<file path="src/rtl/pipeline_hazard_ctrl_if.sv">
// Stall/flush control bundle between the pipeline and the hazard controller.
// master = pipeline datapath side, slave = hazard controller.
interface pipeline_hazard_ctrl_if #(
    parameter int CNT_W = 32
);
    logic [4:0]       rs1_addr_id;
    logic [4:0]       rs2_addr_id;
    logic             rs1_valid_id;
    logic             rs2_valid_id;
    logic [4:0]       rd_addr_ex;
    logic             rd_valid_ex;
    logic             is_load_ex;
    logic             branch_taken_ex;
    logic             mem_req;
    logic             mem_ready;
    logic             halt_req;

    logic             stall_if;
    logic             stall_id;
    logic             stall_ex;
    logic             stall_mem;
    logic             flush_if_id;
    logic             flush_id_ex;
    logic             halted;
    logic             mem_timeout;
    logic [CNT_W-1:0] stall_cnt;
    logic [CNT_W-1:0] flush_cnt;

    modport master (
        output rs1_addr_id, rs2_addr_id,
        output rs1_valid_id, rs2_valid_id,
        output rd_addr_ex, rd_valid_ex,
        output is_load_ex, branch_taken_ex,
        output mem_req, mem_ready, halt_req,
        input  stall_if, stall_id,
        input  stall_ex, stall_mem,
        input  flush_if_id, flush_id_ex,
        input  halted, mem_timeout,
        input  stall_cnt, flush_cnt
    );

    modport slave (
        input  rs1_addr_id, rs2_addr_id,
        input  rs1_valid_id, rs2_valid_id,
        input  rd_addr_ex, rd_valid_ex,
        input  is_load_ex, branch_taken_ex,
        input  mem_req, mem_ready, halt_req,
        output stall_if, stall_id,
        output stall_ex, stall_mem,
        output flush_if_id, flush_id_ex,
        output halted, mem_timeout,
        output stall_cnt, flush_cnt
    );
endinterface

</file>
<file path="src/rtl/pipeline_hazard_ctrl.sv">
// Stall/flush sequencer for the 5-stage core: load-use bubble, dmem freeze,
// branch flush, debug halt/drain and saturating perf counters.
module pipeline_hazard_ctrl #(
    parameter int MEM_TIMEOUT  = 255,
    parameter int DRAIN_CYCLES = 3,
    parameter int CNT_W        = 32
) (
    input logic                   clk,
    input logic                   rst_n,
    pipeline_hazard_ctrl_if.slave hz
);
    localparam int WAIT_W = $clog2(MEM_TIMEOUT + 2);
    localparam int DRN_W  = $clog2(DRAIN_CYCLES + 2);

    typedef enum logic [1:0] {
        RUN,
        MEM_WAIT,
        DRAIN,
        HALTED
    } state_t;

    state_t            state;
    logic [WAIT_W-1:0] wait_cnt;
    logic [WAIT_W-1:0] wait_nxt;
    logic [DRN_W-1:0]  drain_cnt;
    logic              timeout_q;
    logic [CNT_W-1:0]  stall_q;
    logic [CNT_W-1:0]  flush_q;

    logic rs1_hit;
    logic rs2_hit;
    logic load_use;
    logic mem_busy;
    logic branch;

    logic s_if;
    logic s_id;
    logic s_ex;
    logic s_mem;
    logic f_if_id;
    logic f_id_ex;
    logic halt_o;

    assign rs1_hit = hz.rs1_valid_id &&
                     (hz.rs1_addr_id == hz.rd_addr_ex);
    assign rs2_hit = hz.rs2_valid_id &&
                     (hz.rs2_addr_id == hz.rd_addr_ex);

    assign load_use = hz.is_load_ex && hz.rd_valid_ex &&
                      (hz.rd_addr_ex != 5'd0) &&
                      (rs1_hit || rs2_hit);

    assign mem_busy = hz.mem_req && !hz.mem_ready;
    assign branch   = hz.branch_taken_ex;
    assign wait_nxt = wait_cnt + 1'b1;

    // Zero-latency controls; forced low while reset is asserted.
    always_comb begin
        s_if    = 1'b0;
        s_id    = 1'b0;
        s_ex    = 1'b0;
        s_mem   = 1'b0;
        f_if_id = 1'b0;
        f_id_ex = 1'b0;
        halt_o  = 1'b0;
        if (rst_n) begin
            unique case (state)
                RUN, MEM_WAIT: begin
                    unique case (1'b1)
                        mem_busy: begin
                            s_if  = 1'b1;
                            s_id  = 1'b1;
                            s_ex  = 1'b1;
                            s_mem = 1'b1;
                        end
                        (!mem_busy && branch): begin
                            f_if_id = 1'b1;
                            f_id_ex = 1'b1;
                        end
                        (!mem_busy && !branch && load_use): begin
                            s_if    = 1'b1;
                            s_id    = 1'b1;
                            f_id_ex = 1'b1;
                        end
                        default: ;
                    endcase
                end
                DRAIN: begin
                    if (mem_busy) begin
                        s_if  = 1'b1;
                        s_id  = 1'b1;
                        s_ex  = 1'b1;
                        s_mem = 1'b1;
                    end else begin
                        s_if    = 1'b1;
                        f_if_id = 1'b1;
                        f_id_ex = branch;
                    end
                end
                HALTED: begin
                    halt_o = 1'b1;
                    s_if   = 1'b1;
                    s_id   = 1'b1;
                    s_ex   = 1'b1;
                    s_mem  = 1'b1;
                end
                default: ;
            endcase
        end
    end

    always_ff @(posedge clk) begin
        if (!rst_n) begin
            state     <= RUN;
            wait_cnt  <= '0;
            drain_cnt <= '0;
            timeout_q <= 1'b0;
            stall_q   <= '0;
            flush_q   <= '0;
        end else begin
            unique case (state)
                RUN: begin
                    if (mem_busy) begin
                        state    <= MEM_WAIT;
                        wait_cnt <= '0;
                    end else if (hz.halt_req && !branch) begin
                        state     <= DRAIN;
                        drain_cnt <= DRN_W'(DRAIN_CYCLES);
                    end
                end
                MEM_WAIT: begin
                    if (!mem_busy) begin
                        state <= RUN;
                    end else begin
                        if (wait_cnt != WAIT_W'(MEM_TIMEOUT))
                            wait_cnt <= wait_nxt;
                        if (wait_nxt >= WAIT_W'(MEM_TIMEOUT))
                            timeout_q <= 1'b1;
                    end
                end
                DRAIN: begin
                    // Dropping the request aborts the drain.
                    if (!hz.halt_req) begin
                        state <= RUN;
                    end else if (!mem_busy) begin
                        drain_cnt <= drain_cnt - 1'b1;
                        if (drain_cnt <= DRN_W'(1))
                            state <= HALTED;
                    end
                end
                HALTED: begin
                    if (!hz.halt_req)
                        state <= RUN;
                end
                default: state <= RUN;
            endcase

            if (s_if && (stall_q != '1))
                stall_q <= stall_q + 1'b1;
            if (branch && f_if_id && (flush_q != '1))
                flush_q <= flush_q + 1'b1;
        end
    end

    assign hz.stall_if    = s_if;
    assign hz.stall_id    = s_id;
    assign hz.stall_ex    = s_ex;
    assign hz.stall_mem   = s_mem;
    assign hz.flush_if_id = f_if_id;
    assign hz.flush_id_ex = f_id_ex;
    assign hz.halted      = halt_o;
    assign hz.mem_timeout = timeout_q;
    assign hz.stall_cnt   = stall_q;
    assign hz.flush_cnt   = flush_q;
endmodule

</file>
<file path="src/flat_wrapper.sv">
// flat-port wrapper written by rule: the top's interface ports become plain ports
module pipeline_hazard_ctrl_flat 
#(
    parameter int MEM_TIMEOUT  = 255,
    parameter int DRAIN_CYCLES = 3,
    parameter int CNT_W        = 32
)
  (clk, rst_n, hz_rs1_addr_id, hz_rs2_addr_id, hz_rs1_valid_id, hz_rs2_valid_id, hz_rd_addr_ex, hz_rd_valid_ex, hz_is_load_ex, hz_branch_taken_ex, hz_mem_req, hz_mem_ready, hz_halt_req, hz_stall_if, hz_stall_id, hz_stall_ex, hz_stall_mem, hz_flush_if_id, hz_flush_id_ex, hz_halted, hz_mem_timeout, hz_stall_cnt, hz_flush_cnt);
  pipeline_hazard_ctrl_if #(.CNT_W(CNT_W)) hz_i ();
  input logic clk;
  input logic rst_n;
  input wire logic [$bits(hz_i.rs1_addr_id)-1:0] hz_rs1_addr_id;
  input wire logic [$bits(hz_i.rs2_addr_id)-1:0] hz_rs2_addr_id;
  input wire logic [$bits(hz_i.rs1_valid_id)-1:0] hz_rs1_valid_id;
  input wire logic [$bits(hz_i.rs2_valid_id)-1:0] hz_rs2_valid_id;
  input wire logic [$bits(hz_i.rd_addr_ex)-1:0] hz_rd_addr_ex;
  input wire logic [$bits(hz_i.rd_valid_ex)-1:0] hz_rd_valid_ex;
  input wire logic [$bits(hz_i.is_load_ex)-1:0] hz_is_load_ex;
  input wire logic [$bits(hz_i.branch_taken_ex)-1:0] hz_branch_taken_ex;
  input wire logic [$bits(hz_i.mem_req)-1:0] hz_mem_req;
  input wire logic [$bits(hz_i.mem_ready)-1:0] hz_mem_ready;
  input wire logic [$bits(hz_i.halt_req)-1:0] hz_halt_req;
  output wire logic [$bits(hz_i.stall_if)-1:0] hz_stall_if;
  output wire logic [$bits(hz_i.stall_id)-1:0] hz_stall_id;
  output wire logic [$bits(hz_i.stall_ex)-1:0] hz_stall_ex;
  output wire logic [$bits(hz_i.stall_mem)-1:0] hz_stall_mem;
  output wire logic [$bits(hz_i.flush_if_id)-1:0] hz_flush_if_id;
  output wire logic [$bits(hz_i.flush_id_ex)-1:0] hz_flush_id_ex;
  output wire logic [$bits(hz_i.halted)-1:0] hz_halted;
  output wire logic [$bits(hz_i.mem_timeout)-1:0] hz_mem_timeout;
  output wire logic [$bits(hz_i.stall_cnt)-1:0] hz_stall_cnt;
  output wire logic [$bits(hz_i.flush_cnt)-1:0] hz_flush_cnt;
  assign hz_i.rs1_addr_id = hz_rs1_addr_id;
  assign hz_i.rs2_addr_id = hz_rs2_addr_id;
  assign hz_i.rs1_valid_id = hz_rs1_valid_id;
  assign hz_i.rs2_valid_id = hz_rs2_valid_id;
  assign hz_i.rd_addr_ex = hz_rd_addr_ex;
  assign hz_i.rd_valid_ex = hz_rd_valid_ex;
  assign hz_i.is_load_ex = hz_is_load_ex;
  assign hz_i.branch_taken_ex = hz_branch_taken_ex;
  assign hz_i.mem_req = hz_mem_req;
  assign hz_i.mem_ready = hz_mem_ready;
  assign hz_i.halt_req = hz_halt_req;
  assign hz_stall_if = hz_i.stall_if;
  assign hz_stall_id = hz_i.stall_id;
  assign hz_stall_ex = hz_i.stall_ex;
  assign hz_stall_mem = hz_i.stall_mem;
  assign hz_flush_if_id = hz_i.flush_if_id;
  assign hz_flush_id_ex = hz_i.flush_id_ex;
  assign hz_halted = hz_i.halted;
  assign hz_mem_timeout = hz_i.mem_timeout;
  assign hz_stall_cnt = hz_i.stall_cnt;
  assign hz_flush_cnt = hz_i.flush_cnt;
  pipeline_hazard_ctrl #(.MEM_TIMEOUT(MEM_TIMEOUT), .DRAIN_CYCLES(DRAIN_CYCLES), .CNT_W(CNT_W)) u_core (.clk(clk), .rst_n(rst_n), .hz(hz_i));
endmodule
</file>
<file path="config.mk">
export PLATFORM = sky130hd
export DESIGN_NAME = pipeline_hazard_ctrl_flat
export DESIGN_NICKNAME = d
export VERILOG_FILES = /design/src/rtl/pipeline_hazard_ctrl_if.sv /design/src/rtl/pipeline_hazard_ctrl.sv /design/src/flat_wrapper.sv
export SDC_FILE = /design/constraint.sdc
export NUM_CORES = 1
export LEC_CHECK = 0
export CORE_MARGIN = 2
export CORE_UTILIZATION = 40
export CTS_CLUSTER_SIZE = 40
export DETAILED_ROUTE_END_ITERATION = 8
export PLACE_DENSITY = 0.66
export SYNTH_ARGS = -nofsm -noshare
export SYNTH_HDL_FRONTEND = slang
export SYNTH_SLANG_ARGS = --single-unit
</file>
<file path="constraint.sdc">
create_clock -name clk -period 2.3 [get_ports clk]
set_input_delay 0.23 -clock clk [delete_from_list [all_inputs] [get_ports clk]]
set_output_delay 0.23 -clock clk [all_outputs]
set_load 0.02 [all_outputs]
</file>
# Yosys cells after proc, flatten, opt, wreduce, memory -nomap -nowiden
# Index checks and enable logic that the tools add are counted.
[op_classes]
n_addsub = 4
magnitude_cmp = 2
n_eq_ne = 20
n_mux = 35
reduce_logical = 30
[ops]
columns = ["op", "n"]
rows = [
  ["$add A32 B1 Y32 const B", 2],
  ["$ne A32 B32 Y1 const B", 2],
  ["$mux W9", 3],
  ["$pmux W9 S2", 1],
  ["$mux W2", 7],
  ["$logic_and A1 B1 Y1", 13],
  ["$mux W1", 13],
  ["$mux W3", 4],
  ["$eq A5 B5 Y1", 2],
  ["$ne A2 B2 Y1 const B", 5],
  ["$reduce_and A5 Y1", 2],
  ["$add A9 B1 Y9 const B", 1],
  ["$ge A9 B8 Y1 const B", 1],
  ["$ne A9 B8 Y1 const B", 1],
  ["$ne A2 B1 Y1 const B", 4],
  ["$pmux W1 S2", 4],
  ["$pmux W2 S4", 1],
  ["$reduce_or A2 Y1", 4],
  ["$pmux W3 S2", 1],
  ["$reduce_bool A5 Y1", 1],
  ["$eq A2 B2 Y1 const B", 2],
  ["$reduce_and A4 Y1", 1],
  ["$reduce_bool A2 Y1", 2],
  ["$le A3 B1 Y1 const B", 1],
  ["other kinds (11)", 13],
]
[word_totals]
regBits = 79
in_bits = 25
output_inout_bits = 72

# Longest topological paths before layout
[logic_depth]
word_depth = 10
depth_mapped = 11

# Worst setup path after synthesis
# Ideal clock, no wire load.
[synth_path]
kind = "register -> register"
from = "reg u_core.wait_cnt[0]"
to = "reg u_core.wait_cnt[5]"
setup_time_ns = 0.065
arrival_ns = 2.089
t_required_ns = 2.235
path_slack_ns = 0.146
stages_incl_launch_ff = 12
path_cell_list = "dfxtp_1 ha_1 nand3_1 or2_2 nor2_1 ha_1 nand2_1 nor3b_1 nand2_1 nor3b_1 a21oi_1 nor2_1"
[synth_via]
elab_chain_cells = 4
elab_cells_between_ends = 7
cone_classes = "add/sub (1); eq/ne (2); mux (3); reduce/logical (1)"
[synth_lines]
columns = ["item", "line", "text"]
rows = [
  ["from (decl)", "pipeline_hazard_ctrl.sv:23", "logic [WAIT_W-1:0] wait_cnt;"],
  ["from (signal assigned)", "pipeline_hazard_ctrl.sv:136", "wait_cnt <= wait_nxt;"],
  ["$add A9 B1 Y9", "pipeline_hazard_ctrl.sv:55", "assign wait_nxt = wait_cnt + 1'b1;"],
  ["$mux W9", "pipeline_hazard_ctrl.sv:135", "if (wait_cnt != WAIT_W'(MEM_TIMEOUT))"],
  ["$mux W9", "pipeline_hazard_ctrl.sv:132", "if (!mem_busy) begin"],
  ["$pmux W9 S2", "pipeline_hazard_ctrl.sv:121", "unique case (state)"],
]
# Several ways; a longest one is shown, not always the timed one. The select of a mux whose other input is x is not followed.
# A chain may end at the register's enable or synchronous reset.

# Worst setup path after layout
[layout_path]
from = "in rst_n"
to = "out hz_stall_ex"
[layout_via]
elab_chain_cells = 1
[layout_lines]
columns = ["item", "line", "text"]
rows = [
  ["from (decl)", "flat_wrapper.sv:11", "input logic rst_n;"],
  ["$mux W1", "pipeline_hazard_ctrl.sv:66", "if (rst_n) begin"],
  ["to (decl)", "flat_wrapper.sv:25", "output wire logic [$bits(hz_i.stall_ex)-1:0] hz_stall_ex;"],
]
# Every way passes these cells.

==> reports/results.ini <==
[place]
gp_congestion=0.875
port_buffers=96
dp_hpwl_mm=8.46

[cells_and_area]
multi_input_area_mm2=0.00245
insertedDiodeCount=0
nNetsFinal=681
final_util_pct=56.4
ff_latch_area_mm2=0.00158
final.fill_count=966
drive_gt1_share_pct=11.8
area_growth_pct=37.5

[floorplanning]
die_h_um=106
dieWidth_um=106
pin_count=97
start_util_pct=41.0
dieArea_mm2=0.0113
row_count=37
core_area_mm2=0.0102

[clock_tree]
cts_buffers=9
clkTransAtPathRegs_ns=0.07
clkSinkCount=79
clkLatencyLatePin_ns=0.34
cts_setup_buffers=0
cts_hold_buffers=0
cts-root-buf=clkbuf_8
cts_tree=done
ctsHtreeMaxLevel=3
cts.path.max_buffers=2

[timing]
period_share_pct=95.5
grt_setup_unrepaired=no
fmax_mhz=455
tns_ns=0
relSlewSlack_pct=74.9
whs_ns=0.488
hold_viol=0
maxSlewViolCount=0
fin_crit_ns=2.20
setup_viol=0
fin_skew_ns=0.0107
worstMarginPinSlew_ns=0.374

[synthesis]
synthTopCellsByArea=dfxtp_1 38%, nand2_1 5.0%, nor2_1 4.4%
ys_seq_elements=79
async_flop_share_pct=0
ys_types=57
synth_top_area_share_pct=37.7
syn_avg_cell_area_um2=8.16
yosysMostFrequentCell=dfxtp_1
seq_area_frac_synth_pct=37.7
yosysTopAreaCell=dfxtp_1
synth_area_mm2=0.00419
synthTopCellsByCount=79 x dfxtp_1, 56 x nand2_1, 49 x nor2_1, 35 x a21oi_1, 29 x nand3_1
synth_flop_cell=dfxtp_1
synth-warning-count=0
synth_edf_count=0
syn_nets=546
synth_cells=514

[power_and_ir_drop]
leakagePower_nw=1.96
switching_share_pct=23.8
pwr-share-clk_pct=38.2
p_int_mw=2.04
p_comb_share_pct=10.0
ir_worst_vdd_mv=0.299
power.switching_mw=0.636
seqPwrFrac_pct=51.8
p_per_area_mw_per_mm2=463

[detailed_routing]
drt_iter0_markers=164
drt-wirelength-per-cell_um=14.1
drc=0
firstDrtPassIters=4
routed_wirelength_mm=11.1
via_count=4195
via_per_inst=5.31
drtAntennaViolNets=0

[setup_path]
slowest_delay_ns=0.60
required_ns=2.07
path_class=in -> out
reg2reg_from=u_core.wait_cnt[0]
rr_endpoint=u_core.wait_cnt[6]
cp-end-kind=primary output
worstSetupStartpointType=input pin
crit_top_cell=clkdlybuf4s50_1
arrival_ns=1.97
crit_fanout=4
reg2reg_slack_ns=0.22
cpMaxStageDelayCell=clkdlybuf4s50_1
path_cells=clkdlybuf4s50_1 -> clkinv_1 -> a21oi_1 -> buf_4 -> clkdlybuf4s50_1
r2r.worst_path.cells=11

[run]
cap_violations=0

[min_path]
hold_path_depth=2
worstHoldEndpoint=u_core.hz.mem_timeout
hp-class=reg -> reg
hp-start=u_core.hz.mem_timeout

[global_routing]
grt_max_degree=34
grt_pass1_vias=3998
antenna_found_initial=0
grt-ovfl-total=0
grt_first_pass_wirelength_mm=18.5
grt_use_total_pct=20.1

[outcome]
status=completed

## final cells by class
cell class / count / area share (%)
Multi-Input combinational cell: 398 / 42.5
Sequential cell: 79 / 27.4
Timing Repair Buffer: 144 / 22.7
Tap cell: 136 / 2.95
Clock buffer: 13 / 2.58
Inverter: 17 / 1.11
Clock inverter: 3 / 0.738
## worst max-delay path: cells and delay by family
family	cells	cell delay [ns]
buf+inv	4	1.45
compound gates	1	0.29
## power groups by stage
stage | sequential, mW | combinational (mW) | clock, mW
floorplan | 1.42 | 0.128 | 0
finish | 1.38 | 0.268 | 1.02
global route | 1.39 | 0.293 | 1.12
CTS | 1.38 | 0.270 | 1.06
detailed placement | 1.42 | 0.270 | 0
global placement | 1.42 | 0.264 | 0
## what timing repair did
action,in CTS,in global routing
resized for setup,3,7
endpoints found under the setup margin,3,4
gates cloned,0,0
## metrics by stage
step	std cells	worst slack, ns	total power [mW]	area [um2]
6_report	790	0.104	2.67	5770
3_3_place_gp	774	-0.163	1.68	5580
2_1_floorplan	514	0.146	1.55	4190
3_5_place_dp	774	-0.252	1.69	5580
4_1_cts	790	0.0325	2.71	5770
5_1_grt	790	0.00205	2.80	5770
## layer usage
metal / part of all wire, % / global-route usage [%] / up-vias
met2: 51 / 35.1 / 73
met3: 3.8 / 4.84 / 4
met4: 0.50 / 5.73 / 0
met5: 0 / 0 / -
li1: - / - / 2137
met1: 45 / 24.6 / 1981
## kinds of logic (layout without fill, tap and decap cells)
logic type                 after synthesis  after routing  share of synthesized area (%)
xor gates and xnor gates                32             32                           6.68
and+or+nand+nor                        250            250                           31.3
AOI/OAI and AO/OA                       95             95                           14.8
buffers and inverters                   37            177                           4.06
adders and majority gates                7              7                           2.09
muxes                                   14             14                           3.34
DFF                                     79             79                           37.7
## cell usage in the layout (no fill, tap or decap), drive strengths merged, types with 17 or more instances in the layout
cell           instances
dfxtp                 79
buf                   48
clkdlybuf4s50         93
nor3                  23
xnor2                 21
nand3                 30
nor2                  49
nand2                 57
nand4                 23
a21oi                 35
o21ai                 17
## worst max-delay path by stage
stage,from,endpoint,slack (ns),cells after the start
finish,rst_n,hz_stall_ex,0.10,5
global route,u_core.state[0],hz_flush_if_id,0.002,5
CTS,hz_rd_addr_ex[2],hz_stall_id,0.03,8
detailed placement,hz_rd_addr_ex[2],hz_flush_id_ex,-0.25,7
global placement,hz_rd_addr_ex[2],hz_stall_id,-0.16,8
floorplan,u_core.wait_cnt[0],u_core.wait_cnt[5],0.15,11
## state kept, by name, indices dropped and copies added, names as in the netlist
| name | cells |
|---|---|
| u_core.hz.stall_cnt | 32 |
| u_core.hz.flush_cnt | 32 |
| u_core.drain_cnt | 3 |
| u_core.hz.mem_timeout | 1 |
| u_core.state | 2 |
| u_core.wait_cnt | 9 |
No activity file was read; power rests on OpenSTA's default activity.
